[src/rtl/rvv_backend_alu_issue_pkg.sv]
// ============================================================================
// Module : rvv_backend_alu_issue_pkg
// Brief  : Shared ALU reservation-station entry type and lane count.
// Rev    : 1.0  initial release
// ============================================================================
`default_nettype none

package rvv_backend_alu_issue_pkg;

  localparam int NUM_ALU_UOP  = 2;
  localparam int ALU_RS_WIDTH = 40;

  typedef struct packed {
    logic [7:0]  rob_entry;
    logic [31:0] vs1_data;
  } ALU_RS_t;

endpackage

`default_nettype wire

[src/rtl/rvv_backend_alu_issue_slot.sv]
// ============================================================================
// Module : rvv_backend_alu_issue_slot
// Brief  : One ALU lane issue register (valid + payload) with flush priority.
// Rev    : 1.0  initial release
// ============================================================================
`default_nettype none

module rvv_backend_alu_issue_slot
  import rvv_backend_alu_issue_pkg::*;
(
  input  logic    clk,
  input  logic    rst_n,
  input  logic    load_i,
  input  ALU_RS_t load_data_i,
  input  logic    ready_i,
  input  logic    flush_i,
  output logic    valid_o,
  output ALU_RS_t data_o
);

  logic    valid_q, valid_d;
  ALU_RS_t data_q,  data_d;

  // Payload only moves on a load, so it stays stable while valid waits for ready.
  always_comb begin
    valid_d = valid_q;
    data_d  = data_q;
    if (flush_i) begin
      valid_d = 1'b0;
    end else if (load_i) begin
      valid_d = 1'b1;
      data_d  = load_data_i;
    end else if (ready_i) begin
      valid_d = 1'b0;
    end
  end

  always_ff @(posedge clk) begin
    if (!rst_n) begin
      valid_q <= 1'b0;
      data_q  <= '0;
    end else begin
      valid_q <= valid_d;
      data_q  <= data_d;
    end
  end

  assign valid_o = valid_q;
  assign data_o  = data_q;

endmodule

`default_nettype wire

[src/rtl/rvv_backend_alu_issue.sv]
// ============================================================================
// Module : rvv_backend_alu_issue
// Brief  : Pops up to two oldest RS uops per cycle and steers them, in order, to free ALU lanes.
// Rev    : 1.0  initial release
// ============================================================================
`default_nettype none

module rvv_backend_alu_issue
  import rvv_backend_alu_issue_pkg::*;
#(
  parameter int NUM_LANE = NUM_ALU_UOP
) (
  input  logic                     clk,
  input  logic                     rst_n,
  input  ALU_RS_t [NUM_LANE-1:0]   alu_uop_rs2ex,
  input  logic                     fifo_empty_rs2ex,
  input  logic                     fifo_1left_to_empty_rs2ex,
  output logic    [NUM_LANE-1:0]   pop_ex2rs,
  input  logic                     trap_flush_rvv,
  output logic    [NUM_LANE-1:0]   alu_uop_valid_ex,
  output ALU_RS_t [NUM_LANE-1:0]   alu_uop_ex,
  input  logic    [NUM_LANE-1:0]   alu_uop_ready_ex
);

  logic    [1:0]          navail;
  logic    [1:0]          nfree;
  logic    [1:0]          npop;
  logic    [NUM_LANE-1:0] lane_free;
  logic    [NUM_LANE-1:0] lane_load;
  ALU_RS_t [NUM_LANE-1:0] lane_data;

  always_comb begin
    navail    = fifo_empty_rs2ex ? 2'd0 : (fifo_1left_to_empty_rs2ex ? 2'd1 : 2'd2);
    lane_free = ~alu_uop_valid_ex | alu_uop_ready_ex;
    nfree     = {1'b0, lane_free[0]} + {1'b0, lane_free[1]};
    if (!rst_n || trap_flush_rvv) begin
      npop = 2'd0;
    end else begin
      npop = (navail < nfree) ? navail : nfree;
    end
    pop_ex2rs = {npop == 2'd2, npop != 2'd0};

    // Oldest entry takes the lowest free lane; when lane0 is busy it lands on lane1.
    lane_load[0] = lane_free[0] & (npop != 2'd0);
    lane_load[1] = lane_free[1] & (lane_free[0] ? (npop == 2'd2) : (npop != 2'd0));
    lane_data[0] = alu_uop_rs2ex[0];
    lane_data[1] = lane_free[0] ? alu_uop_rs2ex[1] : alu_uop_rs2ex[0];
  end

  for (genvar k = 0; k < NUM_LANE; k++) begin : g_lane
    rvv_backend_alu_issue_slot u_slot (
      .clk         (clk),
      .rst_n       (rst_n),
      .load_i      (lane_load[k]),
      .load_data_i (lane_data[k]),
      .ready_i     (alu_uop_ready_ex[k]),
      .flush_i     (trap_flush_rvv),
      .valid_o     (alu_uop_valid_ex[k]),
      .data_o      (alu_uop_ex[k])
    );
  end

endmodule

`default_nettype wire

[config.mk]
export PLATFORM = sky130hd
export DESIGN_NAME = rvv_backend_alu_issue
export DESIGN_NICKNAME = d
export VERILOG_FILES = /design/src/rtl/rvv_backend_alu_issue_pkg.sv /design/src/rtl/rvv_backend_alu_issue_slot.sv /design/src/rtl/rvv_backend_alu_issue.sv
export SDC_FILE = /design/constraint.sdc
export NUM_CORES = 1
export LEC_CHECK = 0
export CAP_MARGIN = 20
export CORE_MARGIN = 2
export CORE_UTILIZATION = 41
export DETAILED_ROUTE_END_ITERATION = 12
export PLACE_DENSITY = 0.8
export SLEW_MARGIN = 10
export SYNTH_ARGS = -nofsm -noshare
export SYNTH_HDL_FRONTEND = slang
export SYNTH_SLANG_ARGS = --single-unit
[constraint.sdc]
create_clock -name clk -period 3 [get_ports clk]
set_input_delay 0.45 -clock clk [delete_from_list [all_inputs] [get_ports clk]]
set_output_delay 0.45 -clock clk [all_outputs]
set_load 0.01 [all_outputs]
== Word-level counts from Yosys, hierarchy flattened ==
Cells that the tools add are included.

* Bits in registers: 82
* Input port bits: 87
* Output and inout port bits: 84

* $add $sub $neg: 1
* Equality and inequality tests: 1
* $lt $le $gt $ge: 1
* Reduce and logical (&&, ||, !) cells: 8
* Multiplexer cells: 10
* Bitwise gates (word level): 6

{| class="wikitable"
|+ Operator list
! cell !! count
|-
| $mux W40 || 1
|-
| $mux W2 || 4
|-
| $reduce_bool A2 Y1 || 3
|-
| $mux W1 || 5
|-
| $reduce_and A2 Y1 || 2
|-
| $add A1 B1 Y2 || 1
|-
| $and A1 B1 Y1 || 2
|-
| $eq A2 B2 Y1 const B || 1
|-
| $lt A2 B2 Y1 || 1
|-
| $not A1 Y1 || 2
|-
| $not A2 Y2 || 1
|-
| $or A2 B2 Y2 || 1
|-
| $reduce_or A2 Y1 || 1
|-
| $logic_not A1 Y1 || 1
|-
| $logic_or A1 B1 Y1 || 1
|}

== Depth between registers and ports, before layout ==
* Depth in word-level cells: 10
* Depth in mapped cells: 11
* Depth with buffers taken out: 9

== Modules after synthesis ==
From an unflattened synthesis, not the netlist that was laid out.

* Cell total of the unflattened synthesis: 422
* Area, all modules: 4209.0 um^2

{| class="wikitable"
|+ Modules (own cells, without submodules)
! module !! cells an instance !! sequential area each (um^2) !! area each (um^2) !! times used
|-
| rvv_backend_alu_issue_slot || 179 || 820.8 || 1691.6 || 2
|-
| rvv_backend_alu_issue || 64 || 0.0 || 825.8 || 1
|}

== Least setup slack after synthesis ==
No wires, ideal clock.

* Kind: input -> output
* Start: input port alu_uop_ready_ex[0]
* End: output port pop_ex2rs[0]
* Setup slack: 0.443 ns
* Arrival time: 2.107 ns
* Data required time: 2.550 ns
* Cell stages on the path: 10
* Cell sequence: and2b_1 -> inv_2 -> buf_2 -> ha_1 -> inv_1 -> ha_1 -> nor2_2 -> o22ai_4 -> and2_1 -> nor2_1

* Cells in the longest elaborated chain, start to end: 6

{| class="wikitable"
|+ Ends and longest elaborated chain
! what !! line !! RTL
|-
| start: declaration || rvv_backend_alu_issue.sv:22 || <nowiki>input logic [NUM_LANE-1:0] alu_uop_ready_ex</nowiki>
|-
| $or A2 B2 Y2 * || rvv_backend_alu_issue.sv:34 || <nowiki>lane_free = ~alu_uop_valid_ex | alu_uop_ready_ex;</nowiki>
|-
| $add A1 B1 Y2 * || rvv_backend_alu_issue.sv:35 || <nowiki>nfree = {1'b0, lane_free[0]} + {1'b0, lane_free[1]};</nowiki>
|-
| $lt A2 B2 Y1 || rvv_backend_alu_issue.sv:39 || <nowiki>npop = (navail < nfree) ? navail : nfree;</nowiki>
|-
| $mux W2 * || rvv_backend_alu_issue.sv:39 ||
|-
| $mux W2 * || rvv_backend_alu_issue.sv:36 || <nowiki>if (!rst_n || trap_flush_rvv) begin</nowiki>
|-
| $reduce_bool A2 Y1 * || rvv_backend_alu_issue.sv:41 || <nowiki>pop_ex2rs = {npop == 2'd2, npop != 2'd0};</nowiki>
|-
| end: declaration || rvv_backend_alu_issue.sv:18 || <nowiki>output logic [NUM_LANE-1:0] pop_ex2rs,</nowiki>
|}

Mark *: on every way between the ends. The rest lies on a longest branch, timed or not.

== Worst setup path after layout ==
Ends and elaborated chain as after synthesis.

==> summary.md <==
| Metric | Value |
|---|---|
| Number of setup violations in the final report | `0` |
| Routability cong. | `0.814` |
| Net count, final | `629` |
| Clock net sink count | `82` |
| Arrival time of the worst setup path | `2.35 ns` |
| Maximum ir drop on the vdd rail | `0.000292 V` |
| Worst hold-check path type | `in -> reg` |
| Synth Net Count | `463` |
| Total number of yosys warnings | `0` |
| Avg Cell Area, Syn | `9.82 um2` |
| Period Utilization, post-route | `93.4%` |
| Number of cells in the finished layout apart from fillers | `651` |
| Slew at the pin with the worst max-slew slack | `0.725 ns` |
| Number of register bits inferred by synthesis | `82` |
| Max transition margin | `51.7%` |
| Number of buffers created by CTS | `9` |
| Die Span X | `98.5 um` |
| Io pins | `171` |
| FF+latch area | `1640 um2` |
| Maximum achievable frequency | `357 MHz` |
| Area taken by multi-input logic gates | `1840 um2` |
| Power Dens Cells | `437 nW/um2` |
| Share of post-route cells with drive strength above 1 | `6.08%` |
| All-Layer GR Usage | `19.7%` |
| Floorplan row count | `34` |
| Global-route wire length before repair | `15.6 mm` |
| Post-layout min period | `2.80 ns` |
| Worst setup EP type | `primary output` |
| Height of the die | `98.5 um` |
| Largest net degree at the start of global routing | `69` |
| Total via count after detailed routing | `3,133` |
| Drc violations | `0` |
| Filler Cell Count | `749` |
| Register-to-Register Setup Slack | `0.71 ns` |
| Leakage power | `0.00265 uW` |
| Count of H-tree levels built during CTS | `3` |
| Run status | `finished, final reports clean` |
| Area of the die | `9700 um2` |
| Top flip-flop cell by instance count after synthesis | `sky130_fd_sc_hd__dfxtp_1` |
| Core Area | `8680 um2` |
| First drt pass iteration count | `4` |
| Reg clk slew, reported paths | `0.07 ns` |
| Final Max Tran Viols | `0` |
| Via count of the first global-routing pass | `3,352` |
| IO Port Bufs | `170` |
| Hold Violations, Final | `0` |
| Hold Path Cell Cnt | `3` |
| Area added between synthesis and finish | `54.7%` |
| Initial antenna violation count | `0` |
| Maximum fanout along the worst path | `3` |
| DRT Wirelength | `9.39 mm` |
| Maximum clock skew at final layout | `0.0100 ns` |
| Clock latency on the worst-skew pair | `0.34 ns` |
| Count of distinct cell types in the synthesized netlist | `23` |
| Wire per inst | `14.4 um` |
| Drt initial violations | `54` |
| Setup repair after global routing missed its margin | `no` |
| Worst Path Required | `2.55 ns` |
| Max cap viols | `0` |
| Starting Density | `42.2%` |
| Async S/R FF share, synth | `0%` |
| Post-CTS Hold Buffers | `0` |
| Remaining Overflow, GRT | `0` |
| Post-Syn Area | `3660 um2` |
| Number of enable-type register cells in the synthesized netlist | `0` |
| Startpoint class of the critical path | `input port` |
| Worst reg2reg path depth | `11` |
| Count of mapped cells out of synthesis | `373` |
| Critical setup path kind | `in -> out` |
| Cell Count Post-Placement | `636` |
| Overall power consumption | `2470 uW` |
| Number of inserted diodes | `0` |
| Detail Route Antenna Nets | `0` |
| Clock tree buffer depth | `2` |
| Share of the yosys chip area belonging to registers | `44.8%` |
| Post-DR vias/cell | `4.81` |
| TritonCTS clock tree | `yes` |
| CTS root buffer | `sky130_fd_sc_hd__clkbuf_8` |
| Sum of net half-perimeters after detailed placement | `6.89 mm` |
## where the power goes
part / internal (uW) / switching, uW / leakage (uW)
combinational: 276 / 185 / 0.00187
clock: 465 / 382 / 0.000107
sequential: 1140 / 25.6 / 0.000667
## per-stage QoR
stage / cell area (um2) / utilization [%] / setup WS, ns / TNS, ns / hold slack [ns]
finish: 5670 / 65.3 / 0.199 / 0 / 0.445
global placement: 5460 / 62.9 / -0.0568 / -0.0568 / 0.441
global route: 5670 / 65.3 / 0.0440 / 0 / 0.456
floorplan: 3660 / - / 0.443 / 0 / 0.479
CTS: 5670 / 65.3 / 0.190 / 0 / 0.422
detailed placement: 5460 / 62.9 / -0.0827 / -0.103 / 0.446
## per-layer routing
| metal | vias to the layer above | GRT usage [%] | wire (um) |
|---|---|---|---|
| met5 | - | 0 | 0 |
| met4 | 0 | 7.06 | 174 |
| met3 | 14 | 7.94 | 919 |
| met2 | 116 | 33.4 | 4490 |
| met1 | 1442 | 22.4 | 3800 |
| li1 | 1561 | - | - |
## kinds of logic after synthesis
group	after synthesis	synth area share (%)
fa+ha+maj	3	1.03
simple gates	132	14.2
flops	82	44.8
mux	122	33.5
compound gates	4	1.37
buf+inv	30	5.06
## final cells by class
type,count,area share [%]
flip-flops and latches,82,29.0
repair buffers,182,32.4
clock buffers,10,2.25
well taps,108,2.38
clock inverters,5,1.39
multi-input cells,261,32.4
inverters,3,0.199
## cell usage in the layout (no fill, tap or decap), types with 2 or more instances in the layout
cell,count
sky130_fd_sc_hd__dfxtp_1,82
sky130_fd_sc_hd__nand2_1,120
sky130_fd_sc_hd__buf_12,4
sky130_fd_sc_hd__inv_1,2
sky130_fd_sc_hd__nand2b_1,2
sky130_fd_sc_hd__clkdlybuf4s50_1,167
sky130_fd_sc_hd__a21oi_1,2
sky130_fd_sc_hd__bufinv_16,2
sky130_fd_sc_hd__nand3_1,2
sky130_fd_sc_hd__clkbuf_8,9
sky130_fd_sc_hd__ha_1,3
sky130_fd_sc_hd__nor2_1,2
sky130_fd_sc_hd__mux2i_1,121
sky130_fd_sc_hd__dlygate4sd2_1,2
sky130_fd_sc_hd__buf_4,9
sky130_fd_sc_hd__clkinv_2,2
## synth_stat cells (2+ instances only)
| cell type | instances | area (um2) |
|---|---|---|
| sky130_fd_sc_hd__dfxtp_1 | 82 | 1640 |
| sky130_fd_sc_hd__nand3_1 | 2 | 10.0 |
| sky130_fd_sc_hd__a21oi_1 | 2 | 10.0 |
| sky130_fd_sc_hd__mux2i_1 | 121 | 1210 |
| sky130_fd_sc_hd__buf_2 | 4 | 20.0 |
| sky130_fd_sc_hd__clkbuf_1 | 13 | 48.8 |
| sky130_fd_sc_hd__nand2b_1 | 2 | 12.5 |
| sky130_fd_sc_hd__ha_1 | 3 | 37.5 |
| sky130_fd_sc_hd__inv_1 | 2 | 7.51 |
| sky130_fd_sc_hd__buf_6 | 8 | 90.1 |
| sky130_fd_sc_hd__nor2_1 | 2 | 7.51 |
| sky130_fd_sc_hd__buf_4 | 2 | 15.0 |
| sky130_fd_sc_hd__nand2_1 | 120 | 450 |
## sequential cells by signal (all words and copies together), names as in the netlist
name and flops:
g_lane.u_slot.data_o 80, g_lane.u_slot.valid_o 2
## worst max-delay path, stage by stage
cell and delay, ns:
sky130_fd_sc_hd__clkdlybuf4s50_1 0.44, sky130_fd_sc_hd__and2b_1 0.19, sky130_fd_sc_hd__inv_2 0.06, sky130_fd_sc_hd__ha_1 0.16
sky130_fd_sc_hd__inv_1 0.05, sky130_fd_sc_hd__ha_1 0.27, sky130_fd_sc_hd__nor2_2 0.13, sky130_fd_sc_hd__o22ai_4 0.09
sky130_fd_sc_hd__and2_1 0.17, sky130_fd_sc_hd__nor2_1 0.08, sky130_fd_sc_hd__dlygate4sd2_1 0.27
## what timing repair did
action                                  in CTS  in global routing
resized for setup                            2                  0
endpoints found under the setup margin       2                  0
buffers inserted                             0                  0
## final timing paths
kind / startpoint / endpoint
setup / recovery: alu_uop_ready_ex[0] / pop_ex2rs[0]
hold / removal: rst_n / g_lane[1].u_slot.valid_o$_SDFFE_PP0P_
setup reg to reg: g_lane[0].u_slot.valid_o$_SDFFE_PP0P_ / g_lane[0].u_slot.data_o[32]$_SDFFE_PN0P_
hold reg to reg: g_lane[0].u_slot.data_o[4]$_SDFFE_PN0P_ / g_lane[0].u_slot.data_o[4]$_SDFFE_PN0P_
Note: power is estimated with default switching activity, not from simulation.
